`src/rtl/flux_sched_pkg.sv`:
```
// Shared types and helpers for the multi-flux round-robin scheduler.
// Optional per-flux grant counters are built only when FLUX_GRANT_CNT_EN is defined.
package flux_sched_pkg;

    // Scheduler phases: clear the per-flux state RAM, then serve fluxes
    typedef enum logic [0:0] {
        StInit = 1'b0,
        StRun  = 1'b1
    } flux_state_e;

    localparam int unsigned CNT_WIDTH = 16;

    // Successor of a flux tag. The wrap is explicit, so any FLUX >= 2 works.
    function automatic int unsigned next_tag(input int unsigned ptr, input int unsigned flux);
        if (ptr + 1 >= flux) begin
            return 0;
        end
        return ptr + 1;
    endfunction

endpackage

```
`src/rtl/flux_rr_pick.sv`:
```
// Combinational rotate-and-priority select. Scans from ptr_i upward, wrapping
// modulo FLUX, and returns the first eligible index. Reusable by any multi-flux actor.
module flux_rr_pick #(
    parameter int unsigned FLUX      = 2,
    parameter int unsigned TAG_WIDTH = $clog2(FLUX)
) (
    input  logic [FLUX-1:0]      eligible_i,
    input  logic [TAG_WIDTH-1:0] ptr_i,
    output logic                 valid_o,
    output logic [TAG_WIDTH-1:0] tag_o
);

    // First eligible flux at or after the pointer, wrapping past FLUX-1 to 0
    always_comb begin
        int unsigned           sum;
        logic [TAG_WIDTH-1:0]  idx;
        logic                  found;
        valid_o = 1'b0;
        tag_o   = '0;
        found   = 1'b0;
        sum     = 0;
        idx     = '0;
        for (int unsigned k = 0; k < FLUX; k++) begin
            sum = 32'(ptr_i) + k;
            if (sum >= FLUX) begin
                sum = sum - FLUX;
            end
            idx = sum[TAG_WIDTH-1:0];
            if (!found && eligible_i[idx]) begin
                found = 1'b1;
                tag_o = idx;
            end
        end
        valid_o = found;
    end

endmodule

```
`src/rtl/flux_rr_scheduler.sv`:
```
// Round-robin flux scheduler: clears the per-flux state RAM after reset or flush,
// then grants one eligible flux per cycle with fair rotation.
// Define FLUX_GRANT_CNT_EN to add saturating per-flux grant counters (grant_cnt_o, cnt_clr_i).
module flux_rr_scheduler
    import flux_sched_pkg::*;
#(
    parameter  int unsigned FLUX       = 2,
    parameter  int unsigned DATA_WIDTH = 18,
    localparam int unsigned TAG_WIDTH  = $clog2(FLUX)
) (
    input  logic                      clk_i,
    input  logic                      rst_i,
    input  logic [FLUX-1:0]           in_empty_i,
    input  logic [FLUX-1:0]           out_full_i,
    input  logic                      flush_i,
`ifdef FLUX_GRANT_CNT_EN
    input  logic                      cnt_clr_i,
    output logic [FLUX*CNT_WIDTH-1:0] grant_cnt_o,
`endif
    output logic [FLUX-1:0]           in_read_o,
    output logic                      grant_valid_o,
    output logic [TAG_WIDTH-1:0]      grant_tag_o,
    output logic                      mem_init_we_o,
    output logic [TAG_WIDTH-1:0]      mem_init_addr_o,
    output logic [DATA_WIDTH-1:0]     mem_init_data_o,
    output logic                      init_done_o
);

    flux_state_e          state_q, state_d;
    logic [TAG_WIDTH-1:0] init_addr_q, init_addr_d;
    logic [TAG_WIDTH-1:0] rr_ptr_q, rr_ptr_d;

    logic [FLUX-1:0]      eligible;
    logic                 pick_valid;
    logic [TAG_WIDTH-1:0] pick_tag;
    logic                 in_run;
    logic                 in_init;

    assign eligible = ~in_empty_i & ~out_full_i;

    flux_rr_pick #(
        .FLUX      (FLUX),
        .TAG_WIDTH (TAG_WIDTH)
    ) u_pick (
        .eligible_i (eligible),
        .ptr_i      (rr_ptr_q),
        .valid_o    (pick_valid),
        .tag_o      (pick_tag)
    );

    // Reset overrides every output, even though state only changes at the edge
    assign in_run  = (state_q == StRun) && !rst_i;
    assign in_init = (state_q == StInit) && !rst_i;

    // Next-state: INIT walks every RAM address once; RUN advances the pointer past each grant
    always_comb begin
        state_d     = state_q;
        init_addr_d = init_addr_q;
        rr_ptr_d    = rr_ptr_q;
        unique case (state_q)
            StInit: begin
                // flush is deliberately ignored here so a clear is never restarted
                if (init_addr_q == TAG_WIDTH'(FLUX - 1)) begin
                    state_d     = StRun;
                    init_addr_d = '0;
                end else begin
                    init_addr_d = init_addr_q + 1'b1;
                end
            end
            StRun: begin
                // A grant in the flush cycle still completes and moves the pointer
                if (pick_valid) begin
                    rr_ptr_d = TAG_WIDTH'(next_tag(32'(pick_tag), FLUX));
                end
                if (flush_i) begin
                    state_d     = StInit;
                    init_addr_d = '0;
                end
            end
            default: begin
                state_d     = StInit;
                init_addr_d = '0;
            end
        endcase
    end

    // State registers with synchronous active-high reset
    always_ff @(posedge clk_i) begin
        if (rst_i) begin
            state_q     <= StInit;
            init_addr_q <= '0;
            rr_ptr_q    <= '0;
        end else begin
            state_q     <= state_d;
            init_addr_q <= init_addr_d;
            rr_ptr_q    <= rr_ptr_d;
        end
    end

    // Outputs: RAM clear port in INIT, zero-latency grant in RUN
    always_comb begin
        grant_valid_o   = in_run && pick_valid;
        grant_tag_o     = grant_valid_o ? pick_tag : '0;
        in_read_o       = '0;
        if (grant_valid_o) begin
            in_read_o[pick_tag] = 1'b1;
        end
        mem_init_we_o   = in_init;
        mem_init_addr_o = in_init ? init_addr_q : '0;
        mem_init_data_o = '0;
        init_done_o     = in_run;
    end

`ifdef FLUX_GRANT_CNT_EN
    for (genvar g = 0; g < FLUX; g++) begin : g_cnt
        logic [CNT_WIDTH-1:0] cnt_q, cnt_d;
        logic                 hit;

        assign hit = grant_valid_o && (grant_tag_o == TAG_WIDTH'(g));

        // Saturating increment on each grant to this flux
        always_comb begin
            cnt_d = cnt_q;
            if (hit && (cnt_q != {CNT_WIDTH{1'b1}})) begin
                cnt_d = cnt_q + 1'b1;
            end
        end

        // Clear has priority over a same-cycle increment
        always_ff @(posedge clk_i) begin
            if (rst_i || cnt_clr_i) begin
                cnt_q <= '0;
            end else begin
                cnt_q <= cnt_d;
            end
        end

        assign grant_cnt_o[g*CNT_WIDTH +: CNT_WIDTH] = cnt_q;
    end
`endif

endmodule

```
`config.mk`:
```
export PLATFORM = sky130hd
export DESIGN_NAME = flux_rr_scheduler
export DESIGN_NICKNAME = d
export VERILOG_FILES = /design/src/rtl/flux_sched_pkg.sv /design/src/rtl/flux_rr_pick.sv /design/src/rtl/flux_rr_scheduler.sv
export SDC_FILE = /design/constraint.sdc
export NUM_CORES = 1
export LEC_CHECK = 0
export ABC_AREA = 0
export BUFFER_PORTS_ARGS = -buffer_cell sky130_fd_sc_hd__buf_2
export CORE_AREA = 8 8 45 47
export CTS_BUF_LIST = sky130_fd_sc_hd__clkbuf_8
export DETAILED_ROUTE_END_ITERATION = 12
export DIE_AREA = 0 0 53 55
export SETUP_SLACK_MARGIN = 0.05
export SLEW_MARGIN = 20
export SYNTH_ARGS = -nofsm -noshare
export SYNTH_HDL_FRONTEND = slang
export SYNTH_SLANG_ARGS = --single-unit
```
`constraint.sdc`:
```
create_clock -name clk_i -period 3.9 [get_ports clk_i]
set_input_delay 0.975 -clock clk_i [delete_from_list [all_inputs] [get_ports clk_i]]
set_output_delay 0.975 -clock clk_i [all_outputs]
set_load 0.02 [all_outputs]
```
==> flow_summary.toml <==
[placement]
port-buffer-count = 13
dpl.cell_count = 68
hpwl_um = 625
place_congestion = 0.8275
dpl_worst_slack_ns = 0.8912
placed_area_um2 = 330.3

[pwr]
vdd_ir_drop_max_mv = 0.2413
p_leak_nw = 0.2114
p_per_area_nw_per_um2 = 425.9
power.total_uw = 159.9

[synthesis]
synth.distinct_cells = 15
yosys.area.top_type = "buf_4"
yosys_most_used_dff = "dfxtp_1"
synthDominantCellAreaShare_pct = 44.02
async_flop_share_pct = 0
synth.area.mux_share_pct = 0
seq_area_frac_synth_pct = 18.53
yosys.area_share.simple_pct = 18.53
yosysWarnings = 0
synth-compound-area-share_pct = 15.44
postSynthCellCount = 41
yosysMostFrequentCell = "buf_4"
synth-edff-count = 0
synth.avg_cell_area_um2 = 7.904
yosys.area_share.adder_pct = 0
synth_area_um2 = 324.1
ys_ff_latch = 3
synthTopCellsByCount = "buf_4 (19), dfxtp_1 (3), nor2_1 (3)"
synth_area_leaders = "buf_4 (44%), dfxtp_1 (19%), a2111oi_0 (5.4%)"
synth_top_family_by_area = "buffers and inverters"
synth-xor-area-share_pct = 0

[timing]
finalClockSkew_ns = 0.001052
setup_viol_count_final = 0
period_minus_slack_ns = 2.968
maxSlewViolCount = 0
hold_violations = 0
timing.final.ws_setup_ns = 0.9317
fin_crit_sh_pct = 76.11
fmax_ghz = 0.3369
rsz0062_at_grt = "false"
hold_ws_ns = 0.4967
finalSetupTns_ns = 0

[setup_path]
worstReg2RegStart = "state_q"
slowest_delay_ns = 0.46
path_max_fanout = 5
r2r_end = "rr_ptr_q"
crit_path_frequent_cell = "buf_2"
worstPathArrival_ns = 1.99
required_ns = 2.92
critPathLaunchType = "input pin"
crit_type = "in -> out"
rrSetupSlack_ns = 2.78
cpMaxStageDelayCell = "a2111oi_0"
worstSetupEndpointType = "output port"
r2r.worst_path.cells = 2
path_cells = "buf_2, nand2b_1, a2111oi_0, buf_2"

[final_layout]
stdcell_area_um2 = 375.4
nFillCells = 156
area_growth_pct = 15.83
num-nets-final = 64
utilization_pct = 27.12
antennaDiodeCount = 0
drive_gt1_share_pct = 33.93
final_cells = 72

[floorplan]
rows = 14
io_pins = 32
dieWidth_um = 53
die_y_um = 55
die_area_um2 = 2915
core_area_um2 = 1384
initial_core_util_pct = 23.42

[global_routing]
grt_antenna_before_repair = 0
grt_first_pass_wirelength_mm = 1.041
grt_pass1_vias = 265
grt_overflow_total = 0
grt_usage_pct = 4.699
grt_max_degree = 8

[run_status]
status = "completed"

[route]
drc_errors = 0
drt_iter0_markers = 3
wl_per_cell_um = 10.00
dr.pass1.iters = 2
wirelength_um = 720
ant_nets = 0
vias_per_cell = 3.667
vias = 264

[hold_path]
hp-start = "init_addr_q"
hold_class = "reg -> reg"
hold_depth = 2
whs_endpoint = "init_addr_q"

[job]
maxCapViolations = 0

[clocking]
cts_tree = "yes"
post-cts-setup-buffers = 0
clockRootBuffer = "clkbuf_8"
ctsHoldBuffers = 0
cts.repair.resized = 0
clk_pin_slew_ns = 0.03
cts_max_path_buffers = 2
clock-sinks = 3
clk_latency_ns = 0.21
h-tree-depth = 1
cts_buffers = 3
power breakdown:
part | total (mW) | leakage (nW) | switching [mW] | internal [mW]
sequential | 0.0369 | 0.0248 | 0.00286 | 0.0340
combinational | 0.0379 | 0.160 | 0.0281 | 0.00978
clock | 0.0851 | 0.0269 | 0.0183 | 0.0668
logic make-up (layout without fill, tap and decap cells):
group / count (synthesis) / in the layout
compound gates: 6 / 6
other cells: 1 / 18
buf+inv: 21 / 19
flops: 3 / 3
simple gates: 10 / 10
layout make-up:
cell class	count	area (um^2)	share of cell area, %
Inverter	2	7.507	2.000
Clock inverter	1	3.754	1.000
Sequential cell	3	60.06	16.00
Tap cell	16	20.02	5.333
Timing Repair Buffer	13	65.06	17.33
Clock buffer	3	41.29	11.00
Multi-Input combinational cell	34	177.7	47.33
worst max-delay path: cells and delay by family:
family | cells | cell delay [ns]
compound gates | 1 | 0.46
buf+inv | 2 | 0.38
simple gates | 1 | 0.17
per-layer routing:
| metal | global-route usage, % | vias to the layer above | part of all wire, % |
|---|---|---|---|
| met5 | 0 | - | 0 |
| met4 | 0 | 0 | 0 |
| met3 | 4.545 | 0 | 27 |
| met2 | 7.422 | 23 | 37 |
| met1 | 4.711 | 112 | 37 |
| li1 | - | 129 | - |
sequential cells by signal, indices dropped and copies added, names as in the netlist:
register and flops:
rr_ptr_q 1, init_addr_q 1, state_q 1
layout by cell type (no fill, tap or decap):
| cell type | netlist | final |
|---|---|---|
| or3b_1 | 1 | 1 |
| or2_2 | 1 | 1 |
| and2_1 | 2 | 2 |
| a21oi_1 | 2 | 2 |
| nand2b_1 | 1 | 1 |
| conb_1 | 1 | 18 |
| o21a_1 | 1 | 1 |
| buf_2 | 0 | 13 |
| nor2_1 | 3 | 3 |
| a2111oi_0 | 2 | 2 |
| a221oi_2 | 1 | 1 |
| clkbuf_8 | 0 | 3 |
| nand3b_1 | 1 | 1 |
| inv_1 | 2 | 3 |
| and2_2 | 1 | 1 |
| dfxtp_1 | 3 | 3 |
worst max path at each step:
stage | from | to | slack (ns) | cells past startpoint
3_3_place_gp | rst_i | in_read_o[1] | 0.90 | 4
5_1_grt | rst_i | grant_tag_o | 0.79 | 4
4_1_cts | rst_i | grant_tag_o | 0.88 | 4
2_1_floorplan | rst_i | in_read_o[1] | 0.24 | 3
3_5_place_dp | rst_i | grant_tag_o | 0.89 | 4
6_report | rst_i | in_read_o[1] | 0.93 | 4
(Power assumes the default switching activity.)
